==> src/rtl/route_pkg.sv <==
// Shared types for the route command controller: opcodes, FSM states, ID width default.
// Latency: n/a (types and constants only).
// Backpressure: n/a.
package route_pkg;

  localparam int ID_W_DEF = 6;

  // Command byte opcode, carried in cmd[7:6]
  typedef enum logic [1:0] {
    OP_STOP   = 2'b00,
    OP_GO     = 2'b01,
    OP_APPEND = 2'b10,
    OP_INV    = 2'b11
  } opcode_e;

  typedef enum logic {
    IDLE    = 1'b0,
    TRANSIT = 1'b1
  } state_e;

endpackage

==> src/rtl/dest_fifo.sv <==
// Circular waypoint queue holding station IDs that follow the current destination.
// Latency: push visible on head/count the cycle after; pop advances head the cycle after.
// Backpressure: push while full is dropped (caller reports it); flush wins over push and pop.
//
// Ports:
//   clk, rst_n : clock, async active-low reset
//   push, din  : enqueue din when not full
//   pop        : dequeue head when not empty
//   flush      : empty the queue
//   head       : oldest entry (valid when !empty)
//   count      : number of entries, 0..DEPTH
//   full/empty : occupancy flags
module dest_fifo #(
  parameter int W     = 6,
  parameter int DEPTH = 4
) (
  input  logic                       clk,
  input  logic                       rst_n,
  input  logic                       push,
  input  logic [W-1:0]               din,
  input  logic                       pop,
  input  logic                       flush,
  output logic [W-1:0]               head,
  output logic [$clog2(DEPTH):0]     count,
  output logic                       full,
  output logic                       empty
);

  localparam int PTR_W = $clog2(DEPTH);

  logic [W-1:0]     mem [DEPTH];
  logic [PTR_W-1:0] wr_ptr;
  logic [PTR_W-1:0] rd_ptr;
  logic             push_ok;
  logic             pop_ok;

  assign full    = (count == (PTR_W+1)'(DEPTH));
  assign empty   = (count == '0);
  assign push_ok = push & ~full & ~flush;
  assign pop_ok  = pop & ~empty & ~flush;
  assign head    = mem[rd_ptr];

  // DEPTH is a power of two, so pointers wrap naturally at their width
  always_ff @(posedge clk or negedge rst_n) begin
    if (!rst_n) begin
      wr_ptr <= '0;
      rd_ptr <= '0;
      count  <= '0;
    end else if (flush) begin
      wr_ptr <= '0;
      rd_ptr <= '0;
      count  <= '0;
    end else begin
      if (push_ok) wr_ptr <= wr_ptr + 1'b1;
      if (pop_ok)  rd_ptr <= rd_ptr + 1'b1;
      case ({push_ok, pop_ok})
        2'b10:   count <= count + 1'b1;
        2'b01:   count <= count - 1'b1;
        default: count <= count;
      endcase
    end
  end

  // Storage needs no reset: entries are only read once count covers them
  always_ff @(posedge clk) begin
    if (push_ok) mem[wr_ptr] <= din;
  end

endmodule

==> src/rtl/route_cmd_cntrl.sv <==
// Route controller: serves go/stop/append commands and station IDs, drives motion enable and buzzer.
// Latency: each accepted cmd/ID is acknowledged and takes effect one clock after it is sampled.
// Backpressure: one request per cycle, cmd before ID; a request is not re-sampled while its clr is high.
//
// Ports:
//   clk, rst_n                 : clock, async active-low reset
//   cmd_rdy, cmd, clr_cmd_rdy  : command byte handshake ([7:6] opcode, [ID_W-1:0] dest)
//   ID_vld, ID, clr_ID_vld     : station ID handshake ([7:6] must be 00)
//   OK2Move                    : 0 = obstacle ahead
//   go, in_transit             : motion enable / route active
//   dest_id, q_count           : current destination / queued waypoints behind it
//   arrive, q_ovf              : 1-cycle pulses: destination reached / append dropped
//   buzz, buzz_n               : differential obstacle buzzer
module route_cmd_cntrl
  import route_pkg::*;
#(
  parameter int ID_W     = ID_W_DEF,
  parameter int Q_DEPTH  = 4,
  parameter int BUZZ_DIV = 6250
) (
  input  logic                        clk,
  input  logic                        rst_n,
  input  logic                        cmd_rdy,
  input  logic [7:0]                  cmd,
  output logic                        clr_cmd_rdy,
  input  logic                        ID_vld,
  input  logic [7:0]                  ID,
  output logic                        clr_ID_vld,
  input  logic                        OK2Move,
  output logic                        go,
  output logic                        in_transit,
  output logic [ID_W-1:0]             dest_id,
  output logic [$clog2(Q_DEPTH):0]    q_count,
  output logic                        arrive,
  output logic                        q_ovf,
  output logic                        buzz,
  output logic                        buzz_n
);

  localparam int CNT_W = (BUZZ_DIV > 1) ? $clog2(BUZZ_DIV) : 1;
  localparam logic [CNT_W-1:0] CNT_MAX = CNT_W'(BUZZ_DIV - 1);

  state_e          state, state_nxt;
  logic [ID_W-1:0] dest_nxt;
  logic            clr_cmd_nxt, clr_id_nxt, arrive_nxt, ovf_nxt;
  logic            f_push, f_pop, f_flush;
  logic [ID_W-1:0] f_head;
  logic            f_full, f_empty;
  logic            cmd_take, id_take;
  opcode_e         cmd_op;
  logic            id_match;

  logic             buzz_on;
  logic             buzz_q;
  logic [CNT_W-1:0] buzz_cnt;

  // A request still showing its clr was already served last edge; cmd always wins a tie
  assign cmd_take = cmd_rdy & ~clr_cmd_rdy;
  assign id_take  = ID_vld & ~clr_ID_vld & ~cmd_take;
  assign cmd_op   = opcode_e'(cmd[7:6]);
  assign id_match = (ID[7:6] == 2'b00) && (state == TRANSIT) && (ID[ID_W-1:0] == dest_id);

  assign in_transit = (state == TRANSIT);
  assign go         = in_transit & OK2Move;

  dest_fifo #(
    .W     (ID_W),
    .DEPTH (Q_DEPTH)
  ) u_dest_fifo (
    .clk   (clk),
    .rst_n (rst_n),
    .push  (f_push),
    .din   (cmd[ID_W-1:0]),
    .pop   (f_pop),
    .flush (f_flush),
    .head  (f_head),
    .count (q_count),
    .full  (f_full),
    .empty (f_empty)
  );

  always_ff @(posedge clk or negedge rst_n) begin
    if (!rst_n) begin
      state       <= IDLE;
      dest_id     <= '0;
      clr_cmd_rdy <= 1'b0;
      clr_ID_vld  <= 1'b0;
      arrive      <= 1'b0;
      q_ovf       <= 1'b0;
    end else begin
      state       <= state_nxt;
      dest_id     <= dest_nxt;
      clr_cmd_rdy <= clr_cmd_nxt;
      clr_ID_vld  <= clr_id_nxt;
      arrive      <= arrive_nxt;
      q_ovf       <= ovf_nxt;
    end
  end

  always_comb begin
    state_nxt   = state;
    dest_nxt    = dest_id;
    clr_cmd_nxt = 1'b0;
    clr_id_nxt  = 1'b0;
    arrive_nxt  = 1'b0;
    ovf_nxt     = 1'b0;
    f_push      = 1'b0;
    f_pop       = 1'b0;
    f_flush     = 1'b0;

    if (cmd_take) begin
      clr_cmd_nxt = 1'b1;
      case (cmd_op)
        OP_STOP: begin
          f_flush   = 1'b1;
          state_nxt = IDLE;
        end
        OP_GO: begin
          dest_nxt  = cmd[ID_W-1:0];
          f_flush   = 1'b1;
          state_nxt = TRANSIT;
        end
        OP_APPEND: begin
          // With no active route an append simply starts one
          if (state == IDLE) begin
            dest_nxt  = cmd[ID_W-1:0];
            f_flush   = 1'b1;
            state_nxt = TRANSIT;
          end else if (f_full) begin
            ovf_nxt = 1'b1;
          end else begin
            f_push = 1'b1;
          end
        end
        default: ;
      endcase
    end else if (id_take) begin
      clr_id_nxt = 1'b1;
      if (id_match) begin
        arrive_nxt = 1'b1;
        if (f_empty) begin
          state_nxt = IDLE;
        end else begin
          dest_nxt = f_head;
          f_pop    = 1'b1;
        end
      end
    end
  end

  // Buzzer runs only while a route is held up by an obstacle
  assign buzz_on = in_transit & ~OK2Move;
  assign buzz    = buzz_on & buzz_q;
  assign buzz_n  = buzz_on & ~buzz_q;

  always_ff @(posedge clk or negedge rst_n) begin
    if (!rst_n) begin
      buzz_cnt <= '0;
      buzz_q   <= 1'b0;
    end else if (!buzz_on) begin
      buzz_cnt <= '0;
      buzz_q   <= 1'b0;
    end else if (buzz_cnt == CNT_MAX) begin
      buzz_cnt <= '0;
      buzz_q   <= ~buzz_q;
    end else begin
      buzz_cnt <= buzz_cnt + 1'b1;
    end
  end

endmodule

==> config.mk <==
export PLATFORM = sky130hd
export DESIGN_NAME = route_cmd_cntrl
export DESIGN_NICKNAME = d
export VERILOG_FILES = /design/src/rtl/route_pkg.sv /design/src/rtl/dest_fifo.sv /design/src/rtl/route_cmd_cntrl.sv
export SDC_FILE = /design/constraint.sdc
export NUM_CORES = 1
export LEC_CHECK = 0
export CAP_MARGIN = 10
export CORE_ASPECT_RATIO = 1.25
export CORE_MARGIN = 2
export CORE_UTILIZATION = 49
export DETAILED_ROUTE_END_ITERATION = 10
export HOLD_SLACK_MARGIN = 0.02
export PLACE_DENSITY_LB_ADDON = 0.3
export SETUP_SLACK_MARGIN = 0.02
export SLEW_MARGIN = 20
export SYNTH_ARGS = -nofsm -noshare
export SYNTH_HDL_FRONTEND = slang
export SYNTH_SLANG_ARGS = --single-unit
==> constraint.sdc <==
create_clock -name clk -period 2.3 [get_ports clk]
set_input_delay 0.575 -clock clk [delete_from_list [all_inputs] [get_ports clk]]
set_output_delay 0.575 -clock clk [all_outputs]
set_load 0.02 [all_outputs]
==> reports/metrics.cfg, run 1 <==
[timing]
final-max-slew-violation-count = 0
setup_tns_ns = 0
setup-violations-final = 0
worstMarginPinSlew_ns = 0.597
final_hold_viol_count = 0
worst_clock_skew_ns = 0.0107
rsz0062_at_grt = true
fin_crit_sh_pct = 96.6
max_freq_mhz = 450
post-route-worst-setup-slack_ns = 0.0783
post-route-min-period_ns = 2.22
slew_headroom_pct = 59.9
worst_hold_slack_ns = 0.522

[critical_path]
worst_path_dominant_cell_family = buffers and inverters
crit_slowest_cell = clkdlybuf4s50_1
endpoint = buzz
max_incr_delay_on_cp_ns = 0.41
worst-path-buf-inv = 2
critPathLaunch = OK2Move
r2r-start = u_dest_fifo.count[1]
setup.worst_path.start_class = input port
critPathArrivalTime_ns = 1.65
reg2reg_to = u_dest_fifo.count[2]
criticalPathCategory = in -> out
reg2reg_depth = 6
cp.depth = 4
worst_ep_required_time_ns = 1.73
crit_path_end_kind = output pin
register_to_register_setup_slack_ns = 0.32
path_cells = clkdlybuf4s50_1 -> or2b_1 -> nor2_1 -> clkdlybuf4s15_1
critPathMaxFanout = 3

[detailed_routing]
routed-via-count = 1762
first_pass_iters = 4
routed_wirelength_um = 5180
post-route-drc-count = 0
routedWlPerCell_um = 15.8
routed_via_density = 5.36
first_iter_violations = 60
final_antenna_net_count = 0

[floorplanning]
floorplan.core_area_mm2 = 0.00512
core.rowCount = 29
die_x_um = 69.4
initial_utilization_pct = 51.2
boundaryPins = 38
die_area_mm2 = 0.00595
fp.dieH_um = 85.8

[power_and_ir_drop]
power.leakage_nw = 1.36
peakVddDrop_v = 0.000452
power.combinational.fraction_pct = 18.8
power_frac_seq_pct = 51.7
powerDensity_mw_per_mm2 = 670
netSwitchingPower_uw = 604
sw_frac_of_total_pct = 27.0
cell_internal_pwr_mw = 1.64
power_mw = 2.24
clkPwrFrac_pct = 29.5

[job]
drv_cap = 0

[placed_design]
gp_congestion = 0.788
placement.cell_area_mm2 = 0.00321
pre_cts_ws_ns = -0.231
place.detailed.hpwl_um = 3930
port-buffer-count = 37

[worst_hold_path]
worst_hold_path_type = reg -> reg

[clock_network]
cts.sink_count = 56
cts_tree = done
clock_tree.root_cell = clkbuf_8
post_cts_repair_setup_buffers = 0
clock_path_buffers = 2
htree_levels = 2
cts_buffers = 5
clk_slew_on_worst_s_h_paths_ns = 0.11
clkLatencyLatePin_ns = 0.31

[yosys]
synth.yosys.seq_area_share_pct = 58.0
synth_top_flop_cell = dfrtp_1
synthDominantCellAreaShare_pct = 30.5
synth_cell_types = 37
syn_area_per_cell_um2 = 12.8
netlist_area_mm2 = 0.00262
postSynth.asyncResetShare_pct = 57.1
synth.net_count = 237
ys.warnings.count = 0
yosys-top-cells-area = dfrtp_1 31%, edfxtp_1 27%, mux4_2 5.2%
synth_commonest_cells = 32 x dfrtp_1, 26 x nor2_1, 24 x edfxtp_1, 14 x xnor2_1
library_cell_with_the_highest_instance_count_after_synthesis = dfrtp_1
synth.ff_latch_count = 56
synthDominantAreaCellType = dfrtp_1
gate_count_post_synth = 205
synth_enable_flop_cells = 24

[layout]
multi_input_area_mm2 = 0.00107
fin_area_mm2 = 0.00335
drive_above_1_share_pct = 18.0
finish.net_count = 298
filler_cell_count = 385
antenna-diode-count = 0
area_growth_pct = 27.6
sequential_cell_area_mm2 = 0.00152

[grt]
grt_use_total_pct = 18.4
overflow = 0
via_count_of_the_first_global_routing_pass = 1775
antenna_found_initial = 0
pin_count_of_the_biggest_net_entering_global_routing = 33
grt_first_pass_wirelength_um = 8370

[run_status]
status = completed

## layout make-up
class | count | share of cell area [%]
multi-input cells | 135 | 32.0
well taps | 62 | 2.32
repair buffers | 58 | 15.6
flip-flops and latches | 56 | 45.5
clock inverters | 3 | 1.38
clock buffers | 5 | 2.06
inverters | 10 | 1.12
## cells by family after synthesis
group | share of synthesized area [%]
flops | 58.0
fa+ha+maj | 5.54
mux | 5.58
compound gates | 7.35
xor+xnor | 6.68
buf+inv | 2.20
simple gates | 14.6
## sequential cells by signal, indices dropped and copies added, names as in the netlist, 2 cells and up
name and flops:
u_dest_fifo.rd_ptr 2, u_dest_fifo.count 3, dest_id 6, u_dest_fifo.wr_ptr 2
u_dest_fifo.mem 24, buzz_cnt 13
## power groups by stage
stage	clock (mW)	combinational (mW)	sequential (mW)
final	0.661	0.421	1.16
after global routing	0.702	0.455	1.17
after CTS	0.666	0.415	1.16
after detailed placement	0	0.416	1.18
after global placement	0	0.409	1.18
after floorplan	0	0.152	1.21
## routing by layer
metal  vias up  wire [µm]  global-route usage [%]  share of wire [%]
met5         -          0                       0                  0
met4         0         87                    7.66                1.7
met3         7        141                    2.59                2.7
met2        34       2760                    33.0                 53
met1       868       2190                    22.2                 42
li1        853          -                       -                  -
## timing repair
action	in CTS	in global routing
gates resized for setup	3	11
hold buffers	0	0
pin swaps	0	1
setup endpoints to repair	3	30
## worst min path at each step
stage / cells after the start / end / slack, ns / startpoint
after CTS: 1 / buzz_cnt[0] / 0.52 / buzz_cnt[0]
after detailed placement: 1 / buzz_cnt[0] / 0.51 / buzz_cnt[0]
after global routing: 1 / buzz_cnt[0] / 0.54 / buzz_cnt[0]
final: 1 / buzz_cnt[0] / 0.52 / buzz_cnt[0]
after floorplan: 0 / arrive / 0.28 / rst_n
after global placement: 1 / buzz_cnt[0] / 0.50 / buzz_cnt[0]
## layout by cell type, fill, tap and decap left out, types with 6 or more instances in the layout
cell type / Yosys / final
a21o_1: 6 / 6
a22o_1: 7 / 7
buf_4: 1 / 21
clkdlybuf4s50_1: 0 / 34
dfrtp_1: 32 / 32
edfxtp_1: 24 / 24
ha_1: 10 / 10
inv_1: 10 / 10
mux4_2: 6 / 6
nand3_1: 7 / 7
nor2_1: 26 / 26
xnor2_1: 14 / 13
xor2_1: 6 / 6
## through the flow
| stage | util, % | cells |
|---|---|---|
| 3_5_place_dp | 62.7 | 321 |
| 6_report | 65.4 | 329 |
| 2_1_floorplan | - | 205 |
| 5_1_grt | 65.4 | 329 |
| 3_3_place_gp | 62.7 | 321 |
| 4_1_cts | 64.9 | 329 |
No activity file was read; power rests on OpenSTA's default activity.
==> run 2, diff against run 1 <==
- CORE_ASPECT_RATIO: 1.25 -> 0.5
- clock period: 2.3 -> 2.35 ns (I/O delays scaled with it)
==> run 2 against run 1 <==
  * Utilization is essentially flat
  * Routed wire length shrank 2.9%
  * Critical path type unchanged
  * Highest routed layer unchanged
  * Register-to-register slack better by 0.16 ns
  * Global-route usage down 0.53 points
==> reports/metrics.cfg, run 2 (synthesis gave the netlist of run 1 again) <==
[layout]
drive_above_1_share_pct = 16.2
number_of_flip_flops_under_the_largest_register_name = 24
antenna-diode-count = 0
final_core_util_pct = 65.4
area_growth_pct = 25.9
top_regs = u_dest_fifo.mem (24), buzz_cnt (13), dest_id (6)
multi_input_area_mm2 = 0.00105
filler_cell_count = 391
mostFrequentLayoutCells = 34 x clkdlybuf4s50_1, 32 x dfrtp_1, 26 x nor2_1, 24 x edfxtp_1, 19 x buf_4
sequential_cell_area_mm2 = 0.00152
finish.net_count = 296
final_common_cell = clkdlybuf4s50_1
registers.top_by_ff_count = u_dest_fifo.mem

[worst_hold_path]
hold_path_end = buzz_cnt[0]
worst_hold_path.num_cells = 1
worst_hold_path_type = reg -> reg
hold_path.startpoint = buzz_cnt[0]

[critical_path]
critPathMaxFanout = 3
register_to_register_setup_slack_ns = 0.48
worst_path_dominant_cell_family = buffers and inverters
criticalPathCategory = in -> out
reg2reg_depth = 6
crit_path_end_kind = output pin
max_incr_delay_on_cp_ns = 0.42
r2r-start = dest_id[5]
reg2reg_to = u_dest_fifo.count[1]
worst_ep_required_time_ns = 1.76
path_cells = clkdlybuf4s50_1 -> or2b_1 -> nor2_1 -> dlygate4sd2_1
setup.worst_path.start_class = input port
critPathArrivalTime_ns = 1.68
crit_slowest_cell = clkdlybuf4s50_1
worst-path-buf-inv = 2

[clock_network]
cts_buffers = 5
clock_path_buffers = 2
clk_slew_on_worst_s_h_paths_ns = 0.09
cts.sink_count = 56
cts_hold_buffers = 0
cts_tree = done
clkLatencyLatePin_ns = 0.31
post_cts_repair_setup_buffers = 0
clock_tree.root_cell = clkbuf_8
htree_levels = 2

[timing]
worst_clock_skew_ns = 0.00674
max_freq_mhz = 440
worstMarginPinSlew_ns = 0.501
setup-violations-final = 0
rsz0062_at_grt = false
fin_crit_sh_pct = 96.7
slew_headroom_pct = 66.6
final-max-slew-violation-count = 0
worst_hold_slack_ns = 0.529
post-route-min-period_ns = 2.27
final_hold_viol_count = 0

[floorplanning]
die_x_um = 107
initial_utilization_pct = 52.0
core.rowCount = 18
floorplan.core_area_mm2 = 0.00504
die_area_mm2 = 0.00599
fp.dieH_um = 55.7
boundaryPins = 38

[detailed_routing]
met1_length_um = 2330
first_iter_violations = 51
wl_met3_um = 161
routed_via_density = 5.23
top_layer_used = met4
routed_wirelength_um = 5040
routedWlPerCell_um = 15.0
final_antenna_net_count = 0
first_pass_iters = 4
route.met2.wl_um = 2510
routed-via-count = 1751
post-route-drc-count = 0

[power_and_ir_drop]
powerDensity_mw_per_mm2 = 622
peakVddDrop_v = 0.000324
power.leakage_nw = 1.32

[grt]
grt_use_total_pct = 17.8
pin_count_of_the_biggest_net_entering_global_routing = 33
antenna_found_initial = 0
overflow = 0
grt_first_pass_wirelength_um = 8350
via_count_of_the_first_global_routing_pass = 1749

[placed_design]
port-buffer-count = 37
gp_congestion = 0.798
place.detailed.hpwl_um = 3800

[job]
drv_cap = 0

[run_status]
status = completed

-- run 2: cell types whose count changed in the layout (fill, tap and decap cells not counted), sizes merged --
cell | previous run | this run
clkinv | 0 | 1
bufinv | 1 | 0
dlygate4sd2 | 1 | 2
inv | 11 | 10
buf | 21 | 19
-- run 2: per-layer routing --
| metal | global-route usage, % | vias up |
|---|---|---|
| met3 | 4.22 | 7 |
| li1 | - | 843 |
| met2 | 29.9 | 25 |
| met5 | 0 | - |
| met4 | 3.85 | 0 |
| met1 | 23.9 | 876 |
-- run 2: how the worst max path moves through the flow --
stage | from | end | slack (ns) | cells past startpoint
4_1_cts | cmd[7] | u_dest_fifo.mem[1][3] | 0.02 | 7
5_1_grt | OK2Move | buzz | 0.03 | 4
2_1_floorplan | cmd[6] | u_dest_fifo.mem[0][0] | 0.31 | 6
3_5_place_dp | cmd[7] | u_dest_fifo.mem[2][2] | -0.30 | 7
6_report | OK2Move | buzz | 0.08 | 4
3_3_place_gp | cmd[7] | u_dest_fifo.mem[3][5] | -0.26 | 7
-- run 2: report_power, final --
| group | total (mW) | leakage, nW | internal [mW] | switching (mW) |
|---|---|---|---|---|
| combinational | 0.396 | 0.637 | 0.203 | 0.192 |
| sequential | 1.13 | 0.645 | 1.07 | 0.0603 |
| clock | 0.525 | 0.0414 | 0.213 | 0.312 |
| total | 2.05 | 1.32 | 1.49 | 0.565 |
-- run 2: stage by stage --
step | power [mW] | instances | setup TNS, ns | instance area, µm² | setup slack (ns)
2_1_floorplan | 1.34 | 205 | 0 | 2620 | 0.312
3_3_place_gp | 1.54 | 327 | -6.79 | 3200 | -0.265
3_5_place_dp | 1.55 | 327 | -8.50 | 3200 | -0.303
4_1_cts | 2.06 | 335 | 0 | 3290 | 0.0226
5_1_grt | 2.16 | 335 | 0 | 3300 | 0.0275
6_report | 2.05 | 335 | 0 | 3300 | 0.0780
-- run 2: timing repair --
| item | CTS | global route |
|---|---|---|
| gates resized for setup | 6 | 4 |
| endpoints found under the setup margin | 21 | 19 |
| hold endpoints to repair | 0 | 0 |
-- run 2: area by class of cell --
cell class	count	area share (%)
Clock buffer	6	2.20
Clock inverter	2	0.493
Inverter	10	1.14
Multi-Input combinational cell	135	32.0
Sequential cell	56	46.1
Tap cell	70	2.65
Timing Repair Buffer	56	15.5
